--- src/rtl/snake_core.sv ---
// snake_core: snake body, 2-deep turn queue, collision detect and cell classifier.
// Optional SNAKE_WRAP_EN: borders wrap to the opposite interior cell instead of killing.
module snake_core #(
  parameter int GRID_W     = 40,
  parameter int GRID_H     = 30,
  parameter int CELL_BITS  = 6,
  parameter int MAX_LEN    = 16,
  parameter int INIT_LEN   = 3,
  parameter int INIT_X     = 10,
  parameter int INIT_Y     = 5,
  parameter int TICK_DIV   = 12_500_000,
  parameter int TILE_SHIFT = 4
) (
  input  logic                         clk,
  input  logic                         rst,
  input  logic                         restart,
  input  logic                         start,
  input  logic                         dir_valid,
  input  logic [1:0]                   dir_code,
  input  logic                         grow,
  input  logic [9:0]                   x_pos,
  input  logic [9:0]                   y_pos,
  input  logic                         blink_on,
  output logic [1:0]                   pix_class,
  output logic [CELL_BITS-1:0]         head_x,
  output logic [CELL_BITS-1:0]         head_y,
  output logic [$clog2(MAX_LEN+1)-1:0] length,
  output logic [1:0]                   state,
  output logic                         hit_wall,
  output logic                         hit_body,
  output logic                         step
);

  localparam int LW = $clog2(MAX_LEN + 1);
  localparam int TW = $clog2(TICK_DIV + 1);

  typedef logic [CELL_BITS-1:0] cell_t;
  typedef logic [LW-1:0] len_t;
  typedef enum logic [1:0] {
    IDLE = 2'b00,
    RUN  = 2'b01,
    DEAD = 2'b10
  } state_t;

  localparam logic [1:0] D_UP = 2'b00;
  localparam logic [1:0] D_DN = 2'b01;
  localparam logic [1:0] D_LT = 2'b10;
  localparam logic [1:0] D_RT = 2'b11;

  localparam cell_t X_MAX = cell_t'(GRID_W - 1);
  localparam cell_t Y_MAX = cell_t'(GRID_H - 1);
  localparam len_t  L_MAX = len_t'(MAX_LEN);
  localparam logic [TW-1:0] T_LAST = TW'(TICK_DIV - 1);

  state_t st, st_n;

  cell_t seg_x [MAX_LEN];
  cell_t seg_y [MAX_LEN];

  logic [1:0] dir, dir_n;
  logic [1:0] q0, q0_n;
  logic [1:0] q1, q1_n;
  logic [1:0] qn, qn_n;
  logic [1:0] pop_dir, ref_dir;

  len_t len, len_n;
  len_t pend, pend_n;

  logic [TW-1:0] tick;
  logic grow_d;
  logic hw, hb;
  logic step_r;
  logic [1:0] pix, pix_n;

  cell_t nx, ny;
  logic tick_end;
  logic wall, body;
  logic move, die;
  logic grow_rise, grow_inc;

  logic [9:0] cx, cy;
  logic in_view, is_wall, is_head, is_body;

  // Next head and collision check for the step being taken
  always_comb begin
    tick_end = (st == RUN) && (tick == T_LAST);
    pop_dir  = (qn != 2'd0) ? q0 : dir;
    nx = seg_x[0];
    ny = seg_y[0];
    unique case (pop_dir)
      D_UP: ny = seg_y[0] - 1'b1;
      D_DN: ny = seg_y[0] + 1'b1;
      D_LT: nx = seg_x[0] - 1'b1;
      D_RT: nx = seg_x[0] + 1'b1;
      default: nx = seg_x[0];
    endcase
    wall = 1'b0;
`ifdef SNAKE_WRAP_EN
    if (nx == '0)
      nx = X_MAX - 1'b1;
    else if (nx == X_MAX)
      nx = cell_t'(1);
    if (ny == '0)
      ny = Y_MAX - 1'b1;
    else if (ny == Y_MAX)
      ny = cell_t'(1);
`else
    wall = (nx == '0) || (nx == X_MAX) ||
           (ny == '0) || (ny == Y_MAX);
`endif
    body = 1'b0;
    // The tail vacates its cell unless growth keeps it
    for (int i = 1; i < MAX_LEN; i++) begin
      if (len_t'(i) < len &&
          (len_t'(i) != len - 1'b1 || pend != '0) &&
          seg_x[i] == nx && seg_y[i] == ny)
        body = 1'b1;
    end
    die  = tick_end && (wall || body);
    move = tick_end && !wall && !body;
  end

  always_comb begin
    q0_n  = q0;
    q1_n  = q1;
    qn_n  = qn;
    dir_n = dir;
    if (tick_end) begin
      dir_n = pop_dir;
      if (qn != 2'd0) begin
        q0_n = q1;
        qn_n = qn - 1'b1;
      end
    end
    ref_dir = dir_n;
    if (qn_n == 2'd1)
      ref_dir = q0_n;
    else if (qn_n == 2'd2)
      ref_dir = q1_n;
    // Same axis means equal or opposite
    if (dir_valid && qn_n != 2'd2 &&
        dir_code[1] != ref_dir[1]) begin
      if (qn_n == 2'd0)
        q0_n = dir_code;
      else
        q1_n = dir_code;
      qn_n = qn_n + 1'b1;
    end
  end

  always_comb begin
    grow_rise = grow && !grow_d;
    grow_inc  = move && (pend != '0) && (len < L_MAX);
    len_n  = len + len_t'(grow_inc);
    pend_n = pend - len_t'(grow_inc);
    if (grow_rise && st != DEAD && pend_n < L_MAX - len_n)
      pend_n = pend_n + 1'b1;
  end

  always_comb begin
    cx = x_pos >> TILE_SHIFT;
    cy = y_pos >> TILE_SHIFT;
    in_view = (x_pos < 10'd640) && (y_pos < 10'd480);
    is_wall = (cx == '0) || (cx == 10'(X_MAX)) ||
              (cy == '0) || (cy == 10'(Y_MAX));
    is_head = (cx == 10'(seg_x[0])) && (cy == 10'(seg_y[0]));
    is_body = 1'b0;
    for (int i = 1; i < MAX_LEN; i++) begin
      if (len_t'(i) < len &&
          cx == 10'(seg_x[i]) && cy == 10'(seg_y[i]))
        is_body = 1'b1;
    end
    pix_n = 2'b00;
    if (in_view) begin
      if (is_wall)
        pix_n = 2'b11;
      else if (blink_on && is_head)
        pix_n = 2'b01;
      else if (blink_on && is_body)
        pix_n = 2'b10;
    end
  end

  always_comb begin
    st_n = st;
    unique case (st)
      IDLE:    if (start) st_n = RUN;
      RUN:     if (die) st_n = DEAD;
      DEAD:    st_n = DEAD;
      default: st_n = IDLE;
    endcase
  end

  always_ff @(posedge clk) begin
    if (!rst || restart)
      st <= IDLE;
    else
      st <= st_n;
  end

  always_ff @(posedge clk) begin
    if (!rst || restart) begin
      for (int i = 0; i < MAX_LEN; i++) begin
        seg_x[i] <= (i < INIT_LEN) ? cell_t'(INIT_X - i) : '0;
        seg_y[i] <= (i < INIT_LEN) ? cell_t'(INIT_Y) : '0;
      end
      dir    <= D_RT;
      q0     <= 2'b00;
      q1     <= 2'b00;
      qn     <= 2'd0;
      len    <= len_t'(INIT_LEN);
      pend   <= '0;
      tick   <= '0;
      grow_d <= grow;
      hw     <= 1'b0;
      hb     <= 1'b0;
      step_r <= 1'b0;
      pix    <= 2'b00;
    end else begin
      dir    <= dir_n;
      q0     <= q0_n;
      q1     <= q1_n;
      qn     <= qn_n;
      len    <= len_n;
      pend   <= pend_n;
      grow_d <= grow;
      step_r <= move;
      pix    <= pix_n;
      if (st == RUN)
        tick <= tick_end ? '0 : tick + 1'b1;
      if (move) begin
        for (int i = 1; i < MAX_LEN; i++) begin
          seg_x[i] <= seg_x[i-1];
          seg_y[i] <= seg_y[i-1];
        end
        seg_x[0] <= nx;
        seg_y[0] <= ny;
      end
      if (die) begin
        if (wall)
          hw <= 1'b1;
        else
          hb <= 1'b1;
      end
    end
  end

  assign head_x    = seg_x[0];
  assign head_y    = seg_y[0];
  assign length    = len;
  assign state     = st;
  assign hit_wall  = hw;
  assign hit_body  = hb;
  assign step      = step_r;
  assign pix_class = pix;

endmodule

--- config.mk ---
export PLATFORM = sky130hd
export DESIGN_NAME = snake_core
export DESIGN_NICKNAME = d
export VERILOG_FILES = /design/src/rtl/snake_core.sv
export SDC_FILE = /design/constraint.sdc
export NUM_CORES = 1
export LEC_CHECK = 0
export CAP_MARGIN = 25
export CORE_MARGIN = 8
export CORE_UTILIZATION = 56
export DETAILED_ROUTE_END_ITERATION = 12
export MAX_ROUTING_LAYER = met4
export PLACE_DENSITY = 0.77
export SLEW_MARGIN = 15
export SYNTH_ARGS = -nofsm -noshare
export SYNTH_HDL_FRONTEND = slang
export SYNTH_SLANG_ARGS = --single-unit
--- constraint.sdc ---
create_clock -name clk -period 7.9 [get_ports clk]
set_input_delay 0.79 -clock clk [delete_from_list [all_inputs] [get_ports clk]]
set_output_delay 0.79 -clock clk [all_outputs]
set_load 0.005 [all_outputs]
==> qor.yml, run 1 <==
status:
  status: "completed"
pwr:
  ir_drop_v: 0.000187
  power.leakage_nw: 6.08
  pwr_density_cell_mw_per_mm2: 189
  p_total_mw: 3.22
critical_path:
  cp_num_buf_inv: 3
  crit_top_cell: "ha_1"
  start_kind: "flop"
  arrival_ns: 7.88
  critPathMaxFanout: 10
  crit_family: "simple AND/OR/NAND/NOR gates"
  cpPeakStageDelay_ns: 0.69
  crit_slowest_cell: "xor2_1"
  critPathRequiredTime_ns: 8.35
  end_kind: "flop"
  r2r_slack_ns: 0.47
  path_class: "reg2reg"
cts:
  clock_sinks: 242
  clkTransAtPathRegs_ns: 0.06
  clkLatencyLatePin_ns: 0.58
  htree_num_levels: 1
  cts-root-buf: "clkbuf_16"
  cts_tree: "yes"
  hold_buffers: 0
  cts.path.max_buffers: 3
  cts_made_buffers: 29
final_layout:
  finish.net_count: 1658
  area_growth_pct: 11.6
  drive_gt1_share_pct: 7.64
  fill_cells: 2141
  num_antenna_cells: 0
global_routing:
  grt_antenna_before_repair: 0
  track_usage_pct: 26.6
  grt_first_pass_wirelength_mm: 67.6
  gr-total-overflow: 0
  grt_start_max_net_pins: 114
  grt_pass1_vias: 11959
routing:
  detail-route-antenna-nets: 0
  viasPerCell: 6.15
  drt_iter0_markers: 1385
  wire_per_inst_um: 22.3
  wl_mm: 43.8
  route.detailed.drc: 0
  dr.pass1.iters: 5
  num_vias: 12087
sta:
  hold_violations: 0
  fmax_ghz: 0.135
  finalCriticalPeriod_ns: 7.43
  drv_slew: 0
  slew_headroom_pct: 26.0
  grt_setup_unrepaired: "no"
  finClkSkew_ns: 0.0288
  tightestPinTransition_ns: 1.10
  setup-violations-final: 0
  fin_crit_sh_pct: 94.1
  tns_ns: 0
logic_synthesis:
  synth_fp_nets: 1639
  ys_warn_count: 0
  synth_edf_count: 120
  synth.ff_latch_count: 242
  synthFlopType: "dfxtp_1"
  synth_area_per_cell_um2: 9.68
  synthTopCellsByArea: "edfxtp_1 (24%), dfxtp_1 (16%), xnor2_1 (12%)"
  syn_area_mm2: 0.0153
  synth_largest_area_cell: "edfxtp_1"
  synth_cell_types: 70
  async_flop_share_pct: 0
  ys_seq_area_share_pct: 39.5
  postSynthCellCount: 1582
  synth_top_area_share_pct: 23.5
place:
  dpl.hpwl_mm: 29.3
  gp_congestion: 0.945
  io_buffers: 44
floorplan:
  die_h_um: 181
  placementRows: 60
  fp.dieW_um: 181
  floorplan.initialDensity_pct: 57.0
  coreArea_mm2: 0.0269
  io_pins: 53
  die_area_mm2: 0.0329
worst_hold_path:
  min_path_type: "reg2reg"
job:
  max-cap-violations: 0
## registers in the layout, summed over array words and instances (netlist names), 2 cells and up, named ones only
register	count
pend	5
qn	2
state	2
q1	2
q0	2
tick	24
length	5
pix_class	2
seg_y	96
seg_x	96
## power breakdown
part | internal (mW) | switching (mW) | leakage (nW)
combinational | 0.198 | 0.299 | 3.37
sequential | 1.35 | 0.0440 | 2.26
clock | 0.772 | 0.561 | 0.456
total | 2.32 | 0.905 | 6.08
## per-layer routing
| layer | up-vias | share of wire (%) | track usage, % |
|---|---|---|---|
| met5 | - | 0 | - |
| met4 | 0 | 4.6 | 11.6 |
| met3 | 154 | 9.5 | 5.10 |
| met2 | 632 | 45 | 41.6 |
| met1 | 5787 | 41 | 33.3 |
| li1 | 5514 | - | - |
## worst paths after layout
check | depth (start not counted) | from | end
max | 31 | qn[0] | pend[3]
min | 2 | q1[0] | q1[0]
min reg2reg | 2 | q1[0] | q1[0]
max reg2reg | 31 | qn[0] | pend[3]
## cell families after synthesis
group | Yosys count | synth area share, %
simple gates | 533 | 18.5
flops | 242 | 39.5
mux | 79 | 5.17
xor+xnor | 420 | 24.1
compound gates | 147 | 6.07
buf+inv | 133 | 4.25
fa+ha+maj | 28 | 2.39
## synth_stat cells, types with 25 or more instances
cell	count
xor2_1	209
nor4_1	49
nand3_1	39
nand4_1	52
mux2i_1	78
ha_1	26
and2_1	101
nor2_1	63
a21oi_1	50
nand2_1	129
nor3_1	37
dfxtp_1	122
edfxtp_1	120
inv_1	25
xnor2_1	209
o21ai_0	30
clkbuf_1	55
## through the flow
| stage | util, % | worst slack, ns | std cells | hold slack (ns) | cell area (um^2) |
|---|---|---|---|---|---|
| floorplan | - | 0.558 | 1582 | 0.454 | 15300 |
| global placement | 59.8 | 0.464 | 1909 | 0.472 | 16100 |
| detailed placement | 59.8 | 0.342 | 1909 | 0.466 | 16100 |
| CTS | 63.4 | 0.306 | 1962 | 0.491 | 17000 |
| global route | 63.5 | 0.0909 | 1964 | 0.511 | 17100 |
| finish | 63.5 | 0.468 | 1964 | 0.489 | 17100 |
## timing repair
item                       4_1_cts  5_1_grt
gates resized for setup          0        1
setup endpoints to repair        0        5
buffers inserted                 0        2
## cell usage in the layout, fill, tap and decap left out, types with 6 or more instances in the layout
master and instances:
clkbuf_16 30, edfxtp_1 120, xor2_1 209, nor3_1 37, inv_1 25, dfxtp_1 122
or4_1 7, nand2b_1 12, nor2_1 63, ha_1 26, a31oi_1 14, a211oi_1 6
o21ai_0 30, nor4_1 49, mux2i_1 77, clkinvlp_4 7, nand3_1 39, and2_1 101
a21oi_1 49, xnor2_1 208, nand2_1 128, buf_4 50, a21o_1 6, clkdlybuf4s50_1 44
or3_1 9, nand4_1 52
## cell type report
cell class | instances | area, um^2 | area share, %
tap | 341 | 427 | 2.50
timing repair buffer | 96 | 856 | 5.01
clock buffer | 37 | 817 | 4.78
sequential | 242 | 6050 | 35.4
multi-input combinational | 1207 | 8680 | 50.9
inverter | 25 | 93.8 | 0.550
clock inverter | 16 | 153 | 0.894
## tightest hold or removal path, cell delays in order (launching register included)
cell	delay, ns
dfxtp_1	0.31
o21ai_0	0.07
a21oi_1	0.06
Power figures use the tool's default switching activity.
==> run 2: changes to the inputs <==
CORE_MARGIN = 4   (was 8)
==> qor.yml, run 2 (synthesis results as in run 1) <==
final_layout:
  post-route-util_pct: 63.3  # -0.23 points
  stdcell_count: 1958  # -0.31%
  area_growth_pct: 11.5  # about the same
  finish.net_count: 1652  # -0.36%
  drive_gt1_share_pct: 7.11  # -0.53 points
  final_cell_mix: "xor2_1 (209), xnor2_1 (208), nand2_1 (128)"
  num_antenna_cells: 0  # unchanged
  largestRegisters: "seg_x: 96 flops, seg_y: 96 flops, tick: 24 flops"
  final_common_cell: "xor2_1"
global_routing:
  grt_antenna_before_repair: 0  # unchanged
  gr-total-overflow: 0  # unchanged
  grt_start_max_net_pins: 90  # -21%
  grt_first_pass_wirelength_mm: 66.5  # -1.7%
  grt_pass1_vias: 11676  # -2.4%
  track_usage_pct: 28.4  # +1.8 points
critical_path:
  cp_num_buf_inv: 2  # -1
  critPathRequiredTime_ns: 8.35  # about the same
  start_kind: "flop"
  arrival_ns: 7.85  # -0.03 ns
  r2r_slack_ns: 0.50  # +0.03 ns
  crit_top_cell: "ha_1"
  rr_endpoint: "pend[3]"
  critPathMaxFanout: 12  # +2
  cpPeakStageDelay_ns: 0.53  # -0.16 ns
  end_kind: "flop"
  r2r-start: "qn[1]"
  crit_slowest_cell: "or4_1"
  path_class: "reg2reg"
  r2r_cells: 30  # -3.2%
  crit_family: "simple AND/OR/NAND/NOR gates"
sta:
  holdWs_ns: 0.492  # +0.00245 ns
  finClkSkew_ns: 0.0252  # -0.00364 ns
  tightestPinTransition_ns: 1.01  # -0.0993 ns
  slew_headroom_pct: 32.8  # +6.8 points
  fmax_ghz: 0.135  # +0.38%
  hold_violations: 0  # unchanged
  tns_ns: 0  # unchanged
  drv_slew: 0  # unchanged
  setup-violations-final: 0  # unchanged
  finalCriticalPeriod_ns: 7.40  # -0.0283 ns
  grt_setup_unrepaired: "no"
  fin_crit_sh_pct: 93.7  # -0.36 points
floorplan:
  coreArea_mm2: 0.0270  # +0.28%
  io_pins: 53  # unchanged
  die_area_mm2: 0.0300  # -8.6%
  placementRows: 60  # unchanged
  fp.dieW_um: 173  # -4.4%
  die_h_um: 173  # -4.4%
  floorplan.initialDensity_pct: 56.8  # -0.16 points
worst_hold_path:
  worstHoldEndpoint: "q0[0]"
  hold_path_depth: 2  # unchanged
  hp-start: "q1[0]"
  min_path_type: "reg2reg"
pwr:
  ir_drop_v: 0.000198  # +6.0%
  p_total_mw: 3.26  # +1.3%
  power.leakage_nw: 6.09  # +0.20%
  pwr_density_cell_mw_per_mm2: 191  # +1.4%
place:
  io_buffers: 44  # unchanged
  place_inst: 1905  # -0.21%
  gp_congestion: 0.969  # +2.5%
  dpl.hpwl_mm: 29.2  # -0.44%
cts:
  htree_num_levels: 1  # unchanged
  cts_made_buffers: 29  # unchanged
  clkLatencyLatePin_ns: 0.57  # about the same
  cts-root-buf: "clkbuf_16"
  postCtsSetupBuffers: 0  # unchanged
  cts.path.max_buffers: 3  # unchanged
  clock_sinks: 242  # unchanged
  cts_tree: "yes"
  clkTransAtPathRegs_ns: 0.06  # about the same
  hold_buffers: 0  # unchanged
routing:
  num_vias: 12011  # -0.63%
  wire_per_inst_um: 21.9  # -1.7%
  wl_mm: 42.9  # -2.0%
  detail-route-antenna-nets: 0  # unchanged
  dr.pass1.iters: 6  # +1
  drt_iter0_markers: 1281  # -7.5%
  viasPerCell: 6.13  # -0.32%
  route.detailed.drc: 0  # unchanged
status:
  status: "completed"
job:
  max-cap-violations: 0  # unchanged
run 2: repair_timing:
item / 4_1_cts / 5_1_grt
gates resized for setup: 0 / 2
endpoints found under the setup margin: 0 / 3
hold endpoints to repair: 0 / 0
run 2: metal layers:
metal / global-route usage, % / part of all wire, % / vias up
li1: - / - / 5483
met3: 4.41 / 9.0 / 166
met5: - / 0 / -
met1: 37.6 / 41 / 5714
met4: 11.3 / 4.5 / 0
met2: 44.0 / 45 / 648
run 2: final cells by class:
type	count	area [um^2]
Clock buffer	38	793
Clock inverter	15	193
Fill cell	2138	9890
Inverter	25	93.8
Multi-Input combinational cell	1207	8690
Sequential cell	242	6050
Tap cell	341	427
Timing Repair Buffer	90	823
run 2: worst reg2reg max path: cells and delay by family, from the launching register on:
kind | cells | cell delay (ns)
and+or+nand+nor | 14 | 3.27
adders and majority gates | 5 | 1.28
AOI/OAI and AO/OA | 4 | 1.14
xor gates and xnor gates | 4 | 0.65
DFF | 1 | 0.37
buffers and inverters | 2 | 0.34
muxes | 1 | 0.23
run 2: worst max path at each step:
stage / startpoint / to / slack, ns / cells past startpoint
global route: qn[0] / pend[3] / 0.05 / 30
floorplan: qn[0] / pend[3] / 0.56 / 33
CTS: qn[1] / pend[3] / 0.42 / 30
finish: qn[1] / pend[3] / 0.50 / 30
detailed placement: qn[1] / pend[3] / 0.43 / 30
global placement: qn[1] / pend[3] / 0.63 / 30
run 2: per-stage QoR:
step | setup slack [ns] | cell area, um^2
after floorplan | 0.558 | 15300
after global placement | 0.628 | 16100
after detailed placement | 0.431 | 16100
after CTS | 0.416 | 17000
after global routing | 0.0500 | 17100
final | 0.496 | 17100
run 2: where the power goes:
part | switching (mW) | internal (mW) | total, mW
clock | 0.541 | 0.839 | 1.38
sequential | 0.0419 | 1.35 | 1.39
combinational | 0.300 | 0.194 | 0.495
==> run 3: changes to the inputs <==
CAP_MARGIN = 40   (was 25)
==> qor.yml, run 3 (synthesis results as in run 1) <==
sta:
  grt_setup_unrepaired: "no"
  drv_slew: 0  # unchanged
  tns_ns: 0  # unchanged
  tightestPinTransition_ns: 0.860  # -0.146 ns
  fin_crit_sh_pct: 93.1  # -0.58 points
  fmax_ghz: 0.136  # +0.62%
  holdWs_ns: 0.488  # -0.00400 ns
  hold_violations: 0  # unchanged
  finClkSkew_ns: 0.0227  # -0.00244 ns
  setup-violations-final: 0  # unchanged
  slew_headroom_pct: 42.2  # +9.4 points
  finalCriticalPeriod_ns: 7.36  # -0.0459 ns
routing:
  viasPerCell: 6.14  # +0.12%
  detail-route-antenna-nets: 0  # unchanged
  route.detailed.drc: 0  # unchanged
  wire_per_inst_um: 21.7  # -0.99%
  dr.pass1.iters: 5  # -1
  drt_iter0_markers: 1274  # -0.55%
  num_vias: 12050  # +0.32%
  wl_mm: 42.6  # -0.78%
worst_hold_path:
  min_path_type: "reg2reg"
cts:
  htree_num_levels: 1  # unchanged
  clkLatencyLatePin_ns: 0.57  # about the same
  cts.path.max_buffers: 3  # unchanged
  clkTransAtPathRegs_ns: 0.06  # about the same
  cts-root-buf: "clkbuf_16"
  cts_made_buffers: 29  # unchanged
  clock_sinks: 242  # unchanged
  postCtsSetupBuffers: 0  # unchanged
  cts_tree: "yes"
place:
  place_inst: 1907  # +0.10%
  io_buffers: 44  # unchanged
  dpl.hpwl_mm: 29.2  # about the same
  gp_congestion: 0.969  # unchanged
floorplan:
  die_area_mm2: 0.0300  # unchanged
  coreArea_mm2: 0.0270  # unchanged
  placementRows: 60  # unchanged
  floorplan.initialDensity_pct: 56.8  # unchanged
  fp.dieW_um: 173  # unchanged
  die_h_um: 173  # unchanged
  io_pins: 53  # unchanged
critical_path:
  start_kind: "flop"
  crit_start: "qn[1]"
  arrival_ns: 7.79  # -0.06 ns
  r2r-start: "qn[1]"
  path_class: "reg2reg"
  critPathMaxFanout: 12  # unchanged
  critPathRequiredTime_ns: 8.33  # -0.02 ns
  crit_slowest_cell: "or4_1"
  crit_path_end: "pend[3]"
  end_kind: "flop"
  rr_endpoint: "pend[3]"
  r2r_slack_ns: 0.54  # +0.05 ns
  r2r_cells: 30  # unchanged
  crit_top_cell: "ha_1"
  cpPeakStageDelay_ns: 0.56  # +0.03 ns
final_layout:
  num_antenna_cells: 0  # unchanged
  finish.net_count: 1655  # +0.18%
  final_cell_mix: "xor2_1 (209), xnor2_1 (208), nand2_1 (128)"
  stdcell_count: 1962  # +0.20%
  final_common_cell: "xor2_1"
  fill_cells: 2103  # -1.6%
  largestRegisters: "seg_x: 96 flops, seg_y: 96 flops, tick: 24 flops"
  area_growth_pct: 12.3
  drive_gt1_share_pct: 7.53  # +0.41 points
pwr:
  pwr_density_cell_mw_per_mm2: 192  # +0.44%
  ir_drop_v: 0.000299  # +51%
  p_total_mw: 3.30  # +1.2%
  power.leakage_nw: 6.13  # +0.67%
global_routing:
  grt_pass1_vias: 11712  # +0.31%
  gr-total-overflow: 0  # unchanged
  track_usage_pct: 28.4  # about the same
  grt_antenna_before_repair: 0  # unchanged
  grt_start_max_net_pins: 73  # -19%
  grt_first_pass_wirelength_mm: 66.7  # +0.39%
job:
  max-cap-violations: 0  # unchanged
status:
  status: "completed"
-- run 3: layout make-up --
type                    count  area [um^2]  share of cell area (%)
clock buffers              36          803                    4.67
clock inverters            18          225                    1.31
inverters                  25         93.8                   0.546
multi-input cells        1207         8690                    50.6
flip-flops and latches    242         6050                    35.2
well taps                 341          427                    2.48
repair buffers             93          893                    5.20
-- run 3: timing repair --
| item | CTS | global route |
|---|---|---|
| resized for setup | 0 | 3 |
| hold buffers | 0 | 0 |
| endpoints found under the setup margin | 0 | 3 |
-- run 3: worst max-delay path, delay by kind of cell (launching register included) --
family	cells	cell delay, ns
AO/OA/AOI/OAI	4	1.16
XOR/XNOR	4	0.63
adder cells (fa/ha/maj)	5	1.27
buffers and inverters	2	0.32
flip-flops	1	0.38
multiplexers	1	0.22
AND/OR/NAND/NOR	14	3.22
-- run 3: worst min-delay path by stage --
stage	startpoint	end	slack [ns]	depth (start not counted)
after floorplan	q1[0]	q1[0]	0.45	2
after global placement	q1[0]	q1[0]	0.48	2
after detailed placement	q1[0]	q0[0]	0.48	2
after CTS	q1[0]	q0[0]	0.49	2
after global routing	q1[0]	q0[0]	0.52	2
final	q1[0]	q0[0]	0.49	2
-- run 3: where the power goes --
group	internal (mW)	switching [mW]
Sequential	1.35	0.0415
Combinational	0.197	0.300
Clock	0.859	0.558
Total	2.40	0.899
-- run 3: through the flow --
step                utilization (%)  setup WS (ns)  area, um^2
floorplan                         -          0.558       15300
global placement               59.6          0.628       16100
detailed placement             59.8          0.405       16100
CTS                            63.6          0.327       17100
global route                   63.8         0.0584       17200
finish                         63.8          0.542       17200
-- run 3: per-layer routing --
layer | vias up | track usage [%] | routed length (um)
met3 | 168 | 4.69 | 3770
met5 | - | - | 0
met1 | 5752 | 37.3 | 17500
li1 | 5501 | - | -
met2 | 629 | 43.9 | 19200
met4 | 0 | 11.9 | 2130
